<file path="src/rtl/ssd_pkg.sv">
// Shared types and constants for the seven-segment scan controller.
// Segment encodings are active-low, bit 6 = CA down to bit 0 = CG.
package ssd_pkg;

    typedef logic [6:0] seg_t;

    localparam seg_t SEG_BLANK = 7'b1111111;

    // Indexed by nibble value; entry 0 sits in the low slot.
    localparam logic [15:0][6:0] SEG_TABLE = {
        SEG_BLANK, SEG_BLANK, SEG_BLANK, SEG_BLANK, SEG_BLANK, SEG_BLANK,
        7'b0000100, 7'b0000000, 7'b0001111, 7'b0100000, 7'b0100100,
        7'b1001100, 7'b0000110, 7'b0010010, 7'b1001111, 7'b0000001
    };

    function automatic int idx_width(input int n);
        return (n > 1) ? $clog2(n) : 1;
    endfunction

endpackage

</file>
<file path="src/rtl/ssd_seg_decode.sv">
// Combinational BCD to active-low seven-segment decoder; 10..15 decode to blank.
module ssd_seg_decode
    import ssd_pkg::*;
(
    input  logic [3:0] bcd,
    output seg_t       seg
);

    assign seg = SEG_TABLE[bcd];

endmodule

</file>
<file path="src/rtl/ssd_scan_ctrl.sv">
// Time-multiplexed scan controller for a common-anode seven-segment bank with
// frame-synchronous double buffering. Define SSD_LZB_EN for leading-zero blanking.
module ssd_scan_ctrl
    import ssd_pkg::*;
#(
    parameter int NUM_DIGITS  = 4,
    parameter int REFRESH_DIV = 100000
) (
    input  logic                    clk,
    input  logic                    reset,
    input  logic                    load,
    input  logic [4*NUM_DIGITS-1:0] digits,
    output logic [NUM_DIGITS-1:0]   an,
    output logic [6:0]              C,
    output logic                    frame_done
);

    localparam int IW = idx_width(NUM_DIGITS);
    localparam int DW = idx_width(REFRESH_DIV);

    logic [DW-1:0]                 div_cnt;
    logic [IW-1:0]                 idx;
    logic [NUM_DIGITS-1:0][3:0]    active;
    logic [NUM_DIGITS-1:0][3:0]    pending;
    logic                          pend_flag;
    logic                          tick;
    logic                          wrap;
    logic [NUM_DIGITS-1:0]         lz_blank;
    seg_t                          cur_seg;
    seg_t                          seg_next;

    assign tick = (div_cnt == DW'(REFRESH_DIV - 1));
    assign wrap = tick && (idx == IW'(NUM_DIGITS - 1));

    ssd_seg_decode u_dec (
        .bcd (active[idx]),
        .seg (cur_seg)
    );

`ifdef SSD_LZB_EN
    // Walk down from the MSD; a digit blanks while everything at or above it is zero.
    always_comb begin
        logic all_zero;
        all_zero = 1'b1;
        lz_blank = '0;
        for (int k = NUM_DIGITS - 1; k > 0; k--) begin
            all_zero    = all_zero && (active[k] == 4'd0);
            lz_blank[k] = all_zero;
        end
    end
`else
    assign lz_blank = '0;
`endif

    assign seg_next = lz_blank[idx] ? SEG_BLANK : cur_seg;

    always_ff @(posedge clk) begin
        if (reset) begin
            div_cnt    <= '0;
            idx        <= '0;
            active     <= '0;
            pending    <= '0;
            pend_flag  <= 1'b0;
            an         <= '1;
            C          <= SEG_BLANK;
            frame_done <= 1'b0;
        end else begin
            div_cnt <= tick ? '0 : div_cnt + 1'b1;
            if (tick)
                idx <= wrap ? '0 : idx + 1'b1;

            // A load coinciding with the boundary bypasses the pending buffer.
            if (wrap) begin
                if (load)
                    active <= digits;
                else if (pend_flag)
                    active <= pending;
                pend_flag <= 1'b0;
            end else if (load) begin
                pending   <= digits;
                pend_flag <= 1'b1;
            end

            an <= ~(NUM_DIGITS'(1) << idx);
            C  <= seg_next;
            // Raised one cycle early so the pulse occupies the boundary cycle itself.
            frame_done <= (div_cnt == DW'(REFRESH_DIV - 2)) && (idx == IW'(NUM_DIGITS - 1));
        end
    end

endmodule

</file>
<file path="config.mk">
export PLATFORM = sky130hd
export DESIGN_NAME = ssd_scan_ctrl
export DESIGN_NICKNAME = d
export VERILOG_FILES = /design/src/rtl/ssd_pkg.sv /design/src/rtl/ssd_seg_decode.sv /design/src/rtl/ssd_scan_ctrl.sv
export SDC_FILE = /design/constraint.sdc
export NUM_CORES = 1
export LEC_CHECK = 0
export CAP_MARGIN = 20
export CORE_ASPECT_RATIO = 1.4
export CORE_MARGIN = 3
export CORE_UTILIZATION = 25
export DETAILED_ROUTE_END_ITERATION = 8
export PLACE_DENSITY = 0.49
export SKIP_LAST_GASP = 1
export SLEW_MARGIN = 25
export SYNTH_ARGS = -nofsm -noshare
export SYNTH_HDL_FRONTEND = slang
export SYNTH_SLANG_ARGS = --single-unit
export TNS_END_PERCENT = 5
</file>
<file path="constraint.sdc">
create_clock -name clk -period 4.6 [get_ports clk]
set_clock_uncertainty 0.1 [all_clocks]
set_input_delay 0.92 -clock clk [delete_from_list [all_inputs] [get_ports clk]]
set_output_delay 0.92 -clock clk [all_outputs]
set_load 0.02 [all_outputs]
</file>
Word level (Yosys, flattened, before mapping):

Memory sizes are Yosys's and may differ from the RTL's. A register that Yosys moved wholly into a read port is not among the register bits.
Cells that the tools add are included.

* add/subtract/negate cells: 2
* order comparisons: 1
* equality and inequality tests: 3
* shift-type cells: 1
* multiplexer cells: 7
* bitwise gates (word level): 2
* reduce and logical (&&, ||, !) cells: 8

Operators by type and width (count)
* 17-bit equality test (second input constant): 2
* 16-bit two-way mux: 2
* 17-bit by 1-bit adder with 17-bit output (second input constant): 1
* 4-bit binary-select mux with 2-bit select: 1
* 2-bit OR reduction: 3
* 4-bit two-way mux: 1
* 4-bit inverter: 1
* 2-bit AND reduction: 2
* 1-bit by 2-bit << shifter with 4-bit output (first input constant): 1
* 2-bit by 3-bit < comparator with 1-bit output (second input constant): 1
* 2-bit by 1-bit adder with 2-bit output (second input constant): 1
* 1-bit binary-select mux with 2-bit select: 1
* 2-bit equality test (second input constant): 1
* 1-bit logical AND: 2
* 2-bit two-way mux: 1
* 2-bit nonzero test: 1
* 1-bit two-way mux: 1
* 1-bit inverter: 1

* register bits: 57
* memory bits (read-only): 112
* input port bits: 19
* output and inout bits: 12
* word-level logic and storage cells: 38
* memories: 1

Memories
* (no name shown): depth 16, width 7, rd ports 1, clocked after memory_dff 1, wr ports 0, RTL line ssd_seg_decode.sv:9 `assign seg = SEG_TABLE[bcd];`

Logic depth before layout (Yosys ltp):

* word-level depth: 4
* depth in mapped cells: 7
* gate-level depth less buffers: 6

Cells and area by module:

Synthesis repeated with hierarchy kept, for this count alone.

* cell total of the unflattened synthesis: 361
* area total of the unflattened synthesis: 3210.6 um^2

By module, submodules not included
* ssd_scan_ctrl: instances 1, cells each 329, area each 2996.6 um^2, sequential area each 1281.2 um^2
* ssd_seg_decode: instances 1, cells each 32, area each 214.0 um^2, sequential area each 0.0 um^2

Worst setup path after synthesis:

No wires, ideal clock.

* path kind: input-to-reg
* from: input port load
* to: register active[0] (netlist name)
* setup time: 0.058 ns
* arrival: 1.893 ns
* required time: 4.442 ns
* setup slack: 2.549 ns
* cell stages on the path: 6
* path buffers: 2
* cell sequence: nand2b_1 -> clkbuf_1 -> clkbuf_1 -> o22ai_1 -> a31oi_1 -> o21a_1

* word-level cells in the longest chain between the ends: 2
* elaborated cells between the ends (all ways): 3
* classes of those cells: mux: 1; reduce/logical: 2

RTL lines
* start: declaration: RTL line ssd_scan_ctrl.sv:11 `input logic load,`
* 2-bit nonzero test (no source line)
* 2-bit AND reduction (no source line)
* end signal: assignment: RTL line ssd_scan_ctrl.sv:75 `active <= digits;`
* end signal: assignment: RTL line ssd_scan_ctrl.sv:77 `active <= pending;`
* end: declaration: RTL line ssd_scan_ctrl.sv:23 `logic [NUM_DIGITS-1:0][3:0] active;`

Several ways; a longest one is shown, not always the timed one.
A chain may end at the register's enable or synchronous reset.

Worst setup path after layout:

* from: input port load
* to: register pending[1] (netlist name)

* word-level cells in the longest chain between the ends: 1

RTL lines
* 2-bit AND reduction (no source line)
* end signal: assignment: RTL line ssd_scan_ctrl.sv:80 `pending <= digits;`
* end: declaration: RTL line ssd_scan_ctrl.sv:24 `logic [NUM_DIGITS-1:0][3:0] pending;`

No other way between the ends.

==> flow_summary.json <==
{
  "wl_per_cell_um": 12.50,
  "start_kind": "primary input",
  "ctsHoldBuffers": 0,
  "path_max_fanout": 17,
  "post_cts_buffers": 0,
  "pwr-share-comb_pct": 6.8,
  "total_power_uw": 1280,
  "synth_compound_area_share_pct": 14.24,
  "synth.avg_cell_area_sq_um": 9.780,
  "grt_pass1_wl_um": 10300,
  "yosysSeqAreaShare_pct": 42.26,
  "status": "finished clean",
  "endpoint_kind": "flop",
  "min_path_cells": 1,
  "clkLatencyLatePin_ns": 0.32,
  "min_to": "active[4]",
  "synth_edf_count": 0,
  "dp.cells": 468,
  "async_flop_share_pct": 0,
  "timing.rr.start": "div_cnt[0]",
  "fp.dieH_um": 136.3,
  "intPower_uw": 1003,
  "n_fill_cell": 1212,
  "vias": 2270,
  "cts_root_buf": "clkbuf_16",
  "hold_path_startpoint": "active[4]",
  "final.setup.tns_ns": 0,
  "switching_power_uw": 277.1,
  "drt_wl_total_um": 6036,
  "port-buffer-count": 30,
  "areaGrowthSynthToFinish_pct": 21.38,
  "synth_xor_area_share_pct": 3.756,
  "drtIter0Drc": 88,
  "cts_inserted_buffers": 9,
  "p_seq_share_pct": 45.2,
  "p_clk_share_pct": 48.1,
  "drive_gt1_share_pct": 5.952,
  "ir_drop_v": 0.0001736,
  "synth_mux_area_share_pct": 8.626,
  "drt_pass1_iterations": 4,
  "hold_class": "flop to flop",
  "final_area_sq_um": 3680,
  "rr_endpoint": "pending[1]",
  "yosys_warnings": 0,
  "cp.required_ns": 4.75,
  "finalHoldViolations": 0,
  "syn_inst": 310,
  "ff2ff_path_depth": 5,
  "netlist-cell-type-count": 40,
  "path_clk_slew_ns": 0.05,
  "htree_levels": 3,
  "ant_nets": 0,
  "ys_seq_elements": 64,
  "regToRegSetupSlack_ns": 2.18,
  "place_congestion": 0.7361,
  "drt-vias-per-instance": 4.700,
  "antenna_found_initial": 0,
  "rsz0062_at_grt": "false",
  "synth_fa_ha_area_share_pct": 4.953,
  "swShare_pct": 21.65,
  "overflow": 0,
  "rows": 47,
  "synth_top_family_by_area": "simple AND/OR/NAND/NOR gates",
  "cap_violations": 0,
  "path_class": "primary input to flop",
  "static-leakage-power_uw": 0.001343,
  "clock_sinks": 64,
  "setup_violations": 0,
  "final_util_pct": 31.13,
  "track_usage_pct": 9.620,
  "synth_flop_cell": "dfxtp_1",
  "synth_area_sq_um": 3032,
  "cp.arrival_ns": 2.91,
  "grt_max_degree": 61,
  "layout_commonest_cell": "dfxtp_1",
  "hpwl_um": 4146,
  "multi_input_area_sq_um": 1595,
  "slew_headroom_pct": 48.04,
  "fin_crit_sh_pct": 60.08,
  "seq_area_sq_um": 1281,
  "synth-simple-area-share_pct": 20.84,
  "cts.path.max_buffers": 2,
  "die_x_um": 99.07,
  "syn_nets": 341,
  "fmax_mhz": 361.9,
  "final_cells": 483,
  "fin_crit_ns": 2.764,
  "initial_core_util_pct": 25.65,
  "dieArea_sq_um": 13500,
  "cts_tree": "built",
  "final_max_slew_viol_count": 0,
  "antenna_cells": 0,
  "cts_resized": 0,
  "powerDensity_nw_per_um2": 347.8,
  "final_cell_mix": "dfxtp_1 (64), nand2b_1 (38), clkdlybuf4s50_1 (30)",
  "core_sq_um": 11820,
  "drc_errors": 0,
  "nets": 363,
  "grt_pass1_vias": 2184,
  "io-pin-count": 31,
  "worst_slew_pin_slew_ns": 0.7794,
  "placed_cell_area_sq_um": 3400
}
## power by group through the flow
| stage | combinational [uW] | sequential (uW) | clock, uW |
|---|---|---|---|
| after floorplan | 50.3 | 592 | 0 |
| after global placement | 86.2 | 589 | 0 |
| after detailed placement | 87.4 | 590 | 0 |
| after CTS | 87.9 | 578 | 637 |
| after global routing | 97.0 | 579 | 660 |
| final | 86.9 | 578 | 615 |
## synthesized netlist by cell type, types with 3 or more instances
cell / number / area, sq um
a31oi_1: 16 / 100.1
nand2b_1: 38 / 237.7
or3_1: 3 / 18.77
and4_1: 5 / 43.79
nand2_1: 12 / 45.04
nand4_1: 9 / 56.30
mux2i_1: 16 / 160.2
nor2b_1: 5 / 31.28
nor3_1: 3 / 15.01
nor2_1: 17 / 63.81
mux4_1: 3 / 78.83
clkbuf_1: 13 / 48.80
xor2_1: 7 / 61.31
nand3_1: 3 / 15.01
dfxtp_1: 64 / 1281
o22ai_1: 16 / 100.1
o21a_1: 17 / 127.6
ha_1: 12 / 150.1
nor4_1: 3 / 18.77
buf_6: 4 / 45.04
a21oi_1: 6 / 30.03
inv_1: 9 / 33.78
o21ai_0: 4 / 20.02
xnor2_1: 6 / 52.55
## metrics by stage
step / setup WS [ns] / hold slack, ns
floorplan: 2.549 / 0.3321
detailed placement: 1.444 / 0.3475
global route: 1.690 / 0.3835
global placement: 1.522 / 0.3406
CTS: 1.793 / 0.3604
finish: 1.836 / 0.3585
## routing by layer
metal | global-route usage [%] | vias to the layer above | routed length (um)
met3 | 3.337 | 11 | 312
met4 | 4.556 | 0 | 116
met2 | 15.58 | 52 | 2836
met1 | 11.34 | 1057 | 2771
li1 | - | 1150 | -
met5 | 0 | - | 0
## critical path, cell delays in order
cell,delay [ns]
clkdlybuf4s50_1,0.52
clkinv_1,0.45
a21oi_4,0.74
mux2i_1,0.27
## sequential cells by signal, summed over array words and instances, names as in the netlist
register,count
C,7
pend_flag,1
an,4
idx,2
active,16
pending,16
frame_done,1
div_cnt,17
## layout make-up
cell class                 count  share of cell area (%)
clock buffer                  12                   6.970
inverter                      10                   1.020
sequential                    64                   34.82
clock inverter                 3                  0.4760
tap                          147                   4.998
timing repair buffer          31                   8.364
multi-input combinational    216                   43.35
## kinds of logic after synthesis
kind of cell / Yosys count
xor+xnor: 13
compound gates: 65
fa+ha+maj: 12
flops: 64
simple gates: 106
buf+inv: 30
mux: 20
## worst max-delay path by stage
stage                       endpoint  slack, ns  start
after floorplan            active[0]       2.55   load
after CTS                 pending[1]       1.79   load
after global routing      pending[1]       1.69   load
after detailed placement  pending[1]       1.44   load
after global placement    pending[0]       1.52   load
final                     pending[1]       1.84   load
(Power assumes the default switching activity.)
==> RTL change, RTL diff (same settings) <==
Make the reset (`reset`) asynchronous in one clocked block.
--- a/src/rtl/ssd_scan_ctrl.sv
+++ b/src/rtl/ssd_scan_ctrl.sv
@@ -56,3 +56,3 @@
 
-    always_ff @(posedge clk) begin
+    always_ff @(posedge clk or posedge reset) begin
         if (reset) begin
Formal check against the unedited RTL: differs if reset is asserted again (counterexample within 4 cycles, from zero or initial values and one cycle with reset high); with reset held inactive, the same outputs for 10 cycles.
==> RTL change against the unedited design <==
Synthesized cell count is 14% lower. Combinational power is 83% higher. Synthesized area rose by 5.7%. Sequential share of layout area rose by 6.3 points. Cell area grew 6.8%. Utilization grew 0.49 points. Non-clock buffer count up 4. Fmax increased by 1.5%. Setup slack gained 0.042 ns. Sequential cell count unchanged. Die area grew 5.4%. Routed wire length grew 18%. Power rose by 11%. Largest power group is now registers.
==> RTL change: results (changes against the unedited design) <==
first-pass GRT wire length=12,300 um (+19%); Placer Congestion=0.744 (+1.1%); synth top area cells=dfrtp_1 41%, dfstp_2 9.0%, mux2_2 6.0%; Post-synth top cells=53 x dfrtp_1, 17 x mux2_2, 17 x nor3b_1; Slowest cell on crit path=o31ai_2; syn nets=297 (-13%); r2r setup slk=1.88 ns (-0.30 ns); drt via density=4.90 (+4.4%); fillcell total=1,260 (+4.0%); vias in the first global route=2,296 (+5.1%); CTS Buf Count=9 (unchanged); Met1 Wirelength=3030 um (+9.5%); relative slew slack=0.465 (-0.0155); R2R depth=5 (unchanged); Global Route Usage Sum=0.112 (+0.0162); critical path fanouts, max=10 (-7); power density cells=362 mW/mm^2 (+4.0%); peak supply drop=0.184 mV (+6.3%); status=finished clean; Max stage delay on crit path=0.71 ns (-0.03 ns); WL met2=3630 um (+28%); Hold WS=0.406 ns (+0.0480 ns); Final HPWL DP=4960 um (+20%); largest net degree at the start of global routing=37 (-39%); metal3 WL=259 um (-17%); placed cell area=0.00365 mm^2 (+7.4%); most common flop cell mapped by yosys=dfrtp_1; drt first-iter violations=84 (-4.5%); final wirelength=7120 um (+18%); layout cells sized above 1=0.193 (+0.134); Async SR Flop Fraction=1.00 (+1.00); clk root buf=clkbuf_16; register area share after synthesis=0.504 (+0.0815); Leak=1.71 nW (+27%); final net count=327 (-9.9%); Top delay family on crit path=compound AO/OA/AOI/OAI gates; initial antenna violation count=0 (unchanged)
==> RTL change: cell families after synthesis <==
kind of cell / after synthesis / synth area share
AND/OR/NAND/NOR: 76 / 0.153
flip-flops: 64 / 0.504
AO/OA/AOI/OAI: 48 / 0.129
buffers and inverters: 31 / 0.0402
multiplexers: 23 / 0.0941
XOR/XNOR: 12 / 0.0328
adder cells (fa/ha/maj): 12 / 0.0469
==> RTL change: cell type report <==
cell class,count,area share
flip-flops and latches,64,0.411
multi-input cells,171,0.371
repair buffers,35,0.0859
clock buffers,12,0.0652
well taps,150,0.0477
inverters,15,0.0143
clock inverters,3,0.00446
==> RTL change: layer usage <==
metal / global-route usage / up-vias
met5: 0 / -
met1: 0.137 / 1088
met3: 0.0324 / 14
met2: 0.179 / 42
li1: - / 1063
met4: 0.0574 / 0
==> RTL change: metrics by stage <==
stage               instances  setup WS (ns)
floorplan                 266           2.00
global placement          434           1.75
detailed placement        434           1.71
CTS                       449           1.71
global route              450           1.70
finish                    450           1.88
==> RTL change: worst register-to-register path, cell delays in order, from the launching register on <==
cell	delay, ns
dfrtp_1	0.56
ha_1	0.37
inv_1	0.19
o31ai_2	0.71
buf_4	0.32
mux2_2	0.35
==> RTL change: where the power goes <==
group	switching [W]	leakage, nW	internal, W	total [W]
registers	0.0000252	0.766	0.000616	0.000641
clock network	0.000234	0.134	0.000388	0.000622
logic	0.0000741	0.808	0.0000850	0.000159
total	0.000333	1.71	0.00109	0.00142
==> RTL change: path summary, 6_finish.rpt <==
kind | start | end
worst max-delay path | idx[0] | pending[3]
worst min-delay path | pending[14] | pending[14]
worst max register to register | idx[0] | pending[3]
worst min register to register | pending[14] | pending[14]
max in group asynchronous | reset | an[3]
min in group asynchronous | reset | active[10]
